===== src/rtl/armleocpu_tlb_way_if.sv =====
// armleocpu_tlb_way_if: command, lookup and write bundle between the parent TLB and one way
interface armleocpu_tlb_way_if;
  logic        enable;
  logic        invalidate;
  logic        resolve;
  logic [19:0] virtual_address;
  logic        miss;
  logic        done;
  logic [7:0]  accesstag_r;
  logic [21:0] phys_r;
  logic        write;
  logic [19:0] virtual_address_w;
  logic [7:0]  accesstag_w;
  logic [21:0] phys_w;
  modport master (
    output enable, invalidate, resolve, virtual_address, write, virtual_address_w, accesstag_w, phys_w,
    input  miss, done, accesstag_r, phys_r
  );
  modport slave (
    input  enable, invalidate, resolve, virtual_address, write, virtual_address_w, accesstag_w, phys_w,
    output miss, done, accesstag_r, phys_r
  );
endinterface


===== src/rtl/armleocpu_tlb_way.sv =====
// armleocpu_tlb_way: one direct-mapped TLB way with one-cycle resolve and single-cycle flush
module armleocpu_tlb_way #(
  parameter int ENTRIES_W = 4,
  parameter int WAY_NUM   = 0
) (
  input logic               clk,
  input logic               rst_n,
  armleocpu_tlb_way_if.slave bus
);
  localparam int N  = 2**ENTRIES_W;
  localparam int TW = 20 - ENTRIES_W;
  localparam logic [31:0] WAY_ID = 32'(WAY_NUM);
  logic                 unused_way;
  logic [N-1:0]         valid;
  logic [TW-1:0]        tag  [N];
  logic [7:0]           acc  [N];
  logic [21:0]          phys [N];
  logic [ENTRIES_W-1:0] idx, widx;
  logic                 hit, do_inv, do_res, do_wr;
  assign unused_way = WAY_ID[0];
  assign idx    = bus.virtual_address[ENTRIES_W-1:0];
  assign widx   = bus.virtual_address_w[ENTRIES_W-1:0];
  assign hit    = valid[idx] && tag[idx] == bus.virtual_address[19:ENTRIES_W];
  assign do_inv = bus.enable && bus.invalidate;
  assign do_res = bus.enable && bus.resolve && !bus.invalidate;
  assign do_wr  = bus.enable && bus.write && !bus.invalidate && !bus.resolve;
  // valid bits live in flops so a flush clears every entry in one edge
  always_ff @(posedge clk or negedge rst_n)
    if (!rst_n) begin
      valid           <= '0;
      bus.done        <= 1'b0;
      bus.miss        <= 1'b0;
      bus.accesstag_r <= '0;
      bus.phys_r      <= '0;
    end else begin
      valid    <= do_inv ? '0 : do_wr ? (valid | (N'(1) << widx)) : valid;
      bus.done <= do_inv || do_res;
      bus.miss <= do_res && !hit;
      if (do_res) begin
        bus.accesstag_r <= acc[idx];
        bus.phys_r      <= phys[idx];
      end
    end
  always_ff @(posedge clk)
    if (do_wr) begin
      tag[widx]  <= bus.virtual_address_w[19:ENTRIES_W];
      acc[widx]  <= bus.accesstag_w;
      phys[widx] <= bus.phys_w;
    end
endmodule


===== src/flat_wrapper.sv =====
// flat-port wrapper written by rule: the top's interface ports become plain ports
module armleocpu_tlb_way_flat 
#(
  parameter int ENTRIES_W = 4,
  parameter int WAY_NUM   = 0
)
  (clk, rst_n, bus_enable, bus_invalidate, bus_resolve, bus_virtual_address, bus_write, bus_virtual_address_w, bus_accesstag_w, bus_phys_w, bus_miss, bus_done, bus_accesstag_r, bus_phys_r);
  armleocpu_tlb_way_if bus_i ();
  input logic clk;
  input logic rst_n;
  input wire logic [$bits(bus_i.enable)-1:0] bus_enable;
  input wire logic [$bits(bus_i.invalidate)-1:0] bus_invalidate;
  input wire logic [$bits(bus_i.resolve)-1:0] bus_resolve;
  input wire logic [$bits(bus_i.virtual_address)-1:0] bus_virtual_address;
  input wire logic [$bits(bus_i.write)-1:0] bus_write;
  input wire logic [$bits(bus_i.virtual_address_w)-1:0] bus_virtual_address_w;
  input wire logic [$bits(bus_i.accesstag_w)-1:0] bus_accesstag_w;
  input wire logic [$bits(bus_i.phys_w)-1:0] bus_phys_w;
  output wire logic [$bits(bus_i.miss)-1:0] bus_miss;
  output wire logic [$bits(bus_i.done)-1:0] bus_done;
  output wire logic [$bits(bus_i.accesstag_r)-1:0] bus_accesstag_r;
  output wire logic [$bits(bus_i.phys_r)-1:0] bus_phys_r;
  assign bus_i.enable = bus_enable;
  assign bus_i.invalidate = bus_invalidate;
  assign bus_i.resolve = bus_resolve;
  assign bus_i.virtual_address = bus_virtual_address;
  assign bus_i.write = bus_write;
  assign bus_i.virtual_address_w = bus_virtual_address_w;
  assign bus_i.accesstag_w = bus_accesstag_w;
  assign bus_i.phys_w = bus_phys_w;
  assign bus_miss = bus_i.miss;
  assign bus_done = bus_i.done;
  assign bus_accesstag_r = bus_i.accesstag_r;
  assign bus_phys_r = bus_i.phys_r;
  armleocpu_tlb_way #(.ENTRIES_W(ENTRIES_W), .WAY_NUM(WAY_NUM)) u_core (.clk(clk), .rst_n(rst_n), .bus(bus_i));
endmodule

===== config.mk =====
export PLATFORM = sky130hd
export DESIGN_NAME = armleocpu_tlb_way_flat
export DESIGN_NICKNAME = d
export VERILOG_FILES = /design/src/rtl/armleocpu_tlb_way_if.sv /design/src/rtl/armleocpu_tlb_way.sv /design/src/flat_wrapper.sv
export SDC_FILE = /design/constraint.sdc
export NUM_CORES = 1
export LEC_CHECK = 0
export CAP_MARGIN = 10
export CORE_MARGIN = 5
export CORE_UTILIZATION = 65
export CTS_CLUSTER_SIZE = 12
export DETAILED_ROUTE_END_ITERATION = 16
export PLACE_DENSITY = 0.84
export SETUP_SLACK_MARGIN = 0.4
export SKIP_LAST_GASP = 1
export SYNTH_ARGS = -nofsm -noshare
export SYNTH_HDL_FRONTEND = slang
export SYNTH_SLANG_ARGS = --single-unit

===== constraint.sdc =====
create_clock -name clk -period 5.92 [get_ports clk]
set_input_delay 1.48 -clock clk [delete_from_list [all_inputs] [get_ports clk]]
set_output_delay 1.48 -clock clk [all_outputs]
set_load 0.03 [all_outputs]

== Yosys cells after proc, flatten, opt, wreduce, memory -nomap -nowiden ==
Memories as Yosys holds them, arrays and structs flattened. A register that Yosys moved wholly into a read port is not among the register bits.
Index checks and enable logic that the tools add are counted.

* Register bits: 18
* Latch bits: 0
* RAM bits: 736
* ROM bits: 0
* Output and inout bits: 32
* Word-level logic and storage cells: 31
* Memories: 3

{| class="wikitable"
|+ Memory list
! name !! depth !! bits a word !! rd ports !! clocked after Yosys merged registers in !! wr ports !! line !! text
|-
| u_core.phys || 16 || 22 || 1 || 1 || 1 || armleocpu_tlb_way.sv:17 || <nowiki>logic [21:0] phys [N];</nowiki>
|-
| u_core.tag || 16 || 16 || 1 || 0 || 1 || armleocpu_tlb_way.sv:15 || <nowiki>logic [TW-1:0] tag [N];</nowiki>
|-
| u_core.acc || 16 || 8 || 1 || 1 || 1 || armleocpu_tlb_way.sv:16 || <nowiki>logic [7:0] acc [N];</nowiki>
|}

* Add/subtract/negate cells: 0
* Multipliers: 0
* Div/mod/pow operators: 0
* $lt $le $gt $ge: 1
* Equality and inequality tests: 1
* Shifts and indexed selects: 1
* Multiplexer cells: 6
* Bitwise logic cells: 1
* Reductions and logical operators: 15

{| class="wikitable"
|+ Operators by type and width
! cell !! number
|-
| 2-to-1 mux 16 bit || 2
|-
| == test 16 bit || 1
|-
| bitwise OR 16 bit || 1
|-
| left shift 1 x 4 -> 16 bit, first input constant || 1
|-
| logical AND 1 bit || 8
|-
| zero test 1 bit || 5
|-
| less-than comparator 4 x 5 -> 1 bit, second input constant || 1
|-
| binary-select mux 1 bit (select 4 bit) || 1
|-
| 2-to-1 mux 1 bit || 3
|-
| nonzero test 2 bit || 1
|-
| logical OR 1 bit || 1
|}

== Logic depth before layout (Yosys ltp) ==
* Depth in word-level cells: 5
* Depth in mapped cells: 12

== Worst setup path after synthesis ==
No wires, ideal clock.

* Path type: input -> register
* From: in bus_invalidate
* To: mem u_core.acc[0][0], enable pin
* Arrival time: 5.359 ns
* Data required time: 5.411 ns
* Path slack: 0.052 ns
* Stages: 4
* Path buffers: 0
* Cells stage by stage: nor4bb_1 -> nor2b_1 -> nand2b_1 -> nor3_1

* Longest elaborated chain between the ends: 5

{| class="wikitable"
|+ RTL lines
! item !! line !! text
|-
| from (decl) || flat_wrapper.sv:12 || <nowiki>input wire logic [$bits(bus_i.invalidate)-1:0] bus_invalidate;</nowiki>
|-
| zero test 1 bit || armleocpu_tlb_way.sv:26 || <nowiki>assign do_wr = bus.enable && bus.write && !bus.invalidate && !bus.resolve;</nowiki>
|-
| logical AND 1 bit (2 in a row) || armleocpu_tlb_way.sv:26 ||
|-
| 2-to-1 mux 1 bit || armleocpu_tlb_way.sv:45 || <nowiki>if (do_wr) begin</nowiki>
|-
| 2-to-1 mux 1 bit (not written as such) || armleocpu_tlb_way.sv:47 || <nowiki>acc[widx] <= bus.accesstag_w;</nowiki>
|-
| to (decl) || armleocpu_tlb_way.sv:16 ||
|}

Every way passes these cells.

== Worst setup path after layout ==
* From: in bus_write
* To: mem u_core.tag[12][5] in the netlist's numbering, enable pin

* Longest elaborated chain between the ends: 5

{| class="wikitable"
|+ RTL lines
! item !! line !! text
|-
| from (decl) || flat_wrapper.sv:15 || <nowiki>input wire logic [$bits(bus_i.write)-1:0] bus_write;</nowiki>
|-
| logical AND 1 bit (3 in a row) || armleocpu_tlb_way.sv:26 ||
|-
| 2-to-1 mux 1 bit || armleocpu_tlb_way.sv:45 ||
|-
| 2-to-1 mux 1 bit (not written as such) || armleocpu_tlb_way.sv:46 || <nowiki>tag[widx] <= bus.virtual_address_w[19:ENTRIES_W];</nowiki>
|-
| to (decl) || armleocpu_tlb_way.sv:15 ||
|}

Every way passes these cells.

==> impl_metrics.json <==
{
  "die_y_microns": 225,
  "fin_crit_ns": 4.26,
  "drt_iter0_drc": 2093,
  "ant_nets": 0,
  "cts.sinks": 784,
  "grt_pass1_wl_microns": 104000,
  "cp-start-kind": "input port",
  "max_cap_viol_count": 0,
  "status": "finished clean",
  "syn_to_final_growth_pct": 14.3,
  "clock_latency_ns": 0.61,
  "fin_crit_sh_pct": 72.0,
  "firstDrtPassIters": 5,
  "seq_area_frac_synth_pct": 77.3,
  "wl_met2_microns": 36000,
  "routedWlPerCell_microns": 33.6,
  "routabilityCongestion": 0.786,
  "overflow": 0,
  "wirelength_microns": 70200,
  "slew_headroom_pct": 30.1,
  "finalNonFillerCells": 2087,
  "cts_resized": 0,
  "hpwl_microns": 35400,
  "dieArea_sq_um": 50800,
  "crit_type": "in2reg",
  "finClkSkew_ns": 0.0159,
  "clockRootBuffer": "clkbuf_16",
  "ys.flop_type": "edfxtp_1",
  "cellLeakagePower_nw": 11.0,
  "synthCells": 1278,
  "dr.max_layer_used": "met5",
  "syn_area_sq_um": 30100,
  "synth_edf_count": 736,
  "rsz0062_at_grt": "false",
  "diodes": 0,
  "fmaxAchievable_ghz": 0.235,
  "initial_core_util_pct": 66.1,
  "final_hold_viol_count": 0,
  "boundaryPins": 108,
  "final_util_pct": 75.5,
  "dp.cells": 1956,
  "io_buffers": 107,
  "rr_startpoint": "u_core.tag[3][15]",
  "grt_pass1_vias": 15356,
  "ys_ff_latch": 784,
  "fillers": 2198,
  "worst-path-max-fanout": 37,
  "nets": 1512,
  "finalSetupViolCount": 0,
  "die_w_microns": 225,
  "vdd_ir_drop_max_mv": 0.233,
  "drive_gt1_share_pct": 26.3,
  "worstPathArrival_ns": 4.53,
  "cts_tree": "yes",
  "viasPerCell": 6.97,
  "htree_levels": 3,
  "antenna_found_initial": 2,
  "synth_warnings": 0,
  "synthArstFlopShare_pct": 6.12,
  "placed_area_sq_um": 32200,
  "design_area_sq_um": 34400,
  "crit_path_end_kind": "flip-flop",
  "wl_met1_microns": 24800,
  "crit_path_start": "bus_write",
  "dr_wl_met3_microns": 7140,
  "hold_path.startpoint": "u_core.valid[15]",
  "cts_buffers": 78,
  "ys_types": 48,
  "mappedNetlistNets": 1354,
  "avgSynthCellArea_sq_um": 23.6,
  "vias": 14552,
  "critical_path_required_ns": 6.19,
  "cts_setup_buffers": 0,
  "power_density_nw_per_um2": 333,
  "path_clk_slew_ns": 0.06,
  "drc": 0,
  "cts.path.max_buffers": 3,
  "core_sq_um": 45600,
  "worstMarginPinSlew_ns": 1.03,
  "grt_max_degree": 98,
  "ctsHoldBuffers": 0,
  "num_rows": 78,
  "tns_ns": 0,
  "gr-usage-all-layers_pct": 28.6,
  "holdCritPathClass": "reg2reg",
  "slew_viol_final": 0
}
## state kept, by name, indices dropped and copies added, names as in the netlist
name / cells
u_core.acc: 128
u_core.bus.miss: 1
u_core.tag: 256
u_core.valid: 16
u_core.bus.phys_r: 22
u_core.bus.accesstag_r: 8
u_core.phys: 352
u_core.bus.done: 1
## cell usage after synthesis, drive strengths merged, types with 2 or more instances
master / n / area [sq um]
clkbuf: 13 / 48.8
mux2i: 27 / 270
o2bb2ai: 2 / 17.5
nor3: 8 / 40.0
dfrtp: 48 / 1200
mux4: 216 / 4890
a221o: 2 / 20.0
o21ai: 2 / 10.0
o22ai: 5 / 31.3
xor2: 7 / 61.3
o32ai: 2 / 17.5
nand3b: 3 / 22.5
a2111oi: 2 / 17.5
nand2b: 8 / 50.1
nand2: 19 / 71.3
a221oi: 2 / 17.5
edfxtp: 736 / 22100
nor2: 17 / 63.8
nand3: 10 / 50.1
xnor2: 7 / 61.3
a211oi: 2 / 15.0
nor2b: 3 / 18.8
o21a: 16 / 120
a211o: 2 / 17.5
mux2: 36 / 405
a31oi: 3 / 18.8
a21oi: 5 / 25.0
nand4: 3 / 18.8
buf: 49 / 282
inv: 8 / 30.0
o2111ai: 3 / 26.3
## critical path, cell delays in order
cell and delay, ns:
clkdlybuf4s50_1 0.46, nor4bb_1 0.88, nand3_1 0.54, nor3_4 0.74, buf_12 0.38
## power by group
part	total [mW]	leakage (nW)	internal [mW]	switching, mW
combinational	0.779	2.69	0.349	0.430
sequential	6.18	7.22	6.13	0.0460
clock	4.51	1.09	2.57	1.94
## logic make-up (layout without fill, tap and decap cells)
family / after synthesis / after routing / share of synthesized area, %
flops: 784 / 784 / 77.3
mux: 279 / 279 / 18.5
simple gates: 80 / 80 / 1.34
buf+inv: 70 / 279 / 1.20
compound gates: 51 / 51 / 1.25
xor+xnor: 14 / 14 / 0.407
## layer usage
metal  vias to the layer above  track usage [%]
met1                      7631             39.5
met2                      1010             46.9
li1                       5762                -
met5                         -                0
met3                       145             6.20
met4                         4             9.16
## worst paths after layout
check                           slack (ns)  cells after the start                   end
worst max register to register        3.31                      6       u_core.bus.miss
worst max-delay path                  1.66                      5     u_core.tag[12][5]
worst min register to register        0.50                      1      u_core.valid[15]
max in group asynchronous             4.30                      2  u_core.bus.phys_r[1]
worst min-delay path                  0.50                      1      u_core.valid[15]
min in group asynchronous             1.07                      2  u_core.bus.phys_r[9]
## cell type report
cell class	instances	area [sq um]	share of cell area (%)
Timing Repair Buffer	140	1480	4.30
Tap cell	600	751	2.18
Inverter	8	30.0	0.0872
Clock buffer	126	2240	6.49
Sequential cell	784	23300	67.7
Clock inverter	5	30.0	0.0872
Multi-Input combinational cell	424	6600	19.2
## placed cells by master (no fill, tap or decap), types with 8 or more instances in the layout
cell type and instances:
mux2_2 36, buf_4 22, mux4_2 210, nor2_4 12, dfrtp_1 48, buf_12 13
nand3_1 10, nand2_1 19, mux2i_1 27, edfxtp_1 736, clkdlybuf4s50_1 102, o21a_1 16
clkbuf_16 81, clkbuf_1 41, nand2b_1 8
## metrics by stage
stage / hold slack [ns] / setup slack [ns] / power (mW)
floorplan: 0.459 / 1.31 / 6.72
global placement: 0.468 / 1.14 / 7.03
detailed placement: 0.488 / 1.13 / 7.06
CTS: 0.501 / 1.66 / 11.5
global route: 0.520 / 1.62 / 11.8
finish: 0.503 / 1.66 / 11.5
Power figures use the tool's default switching activity.
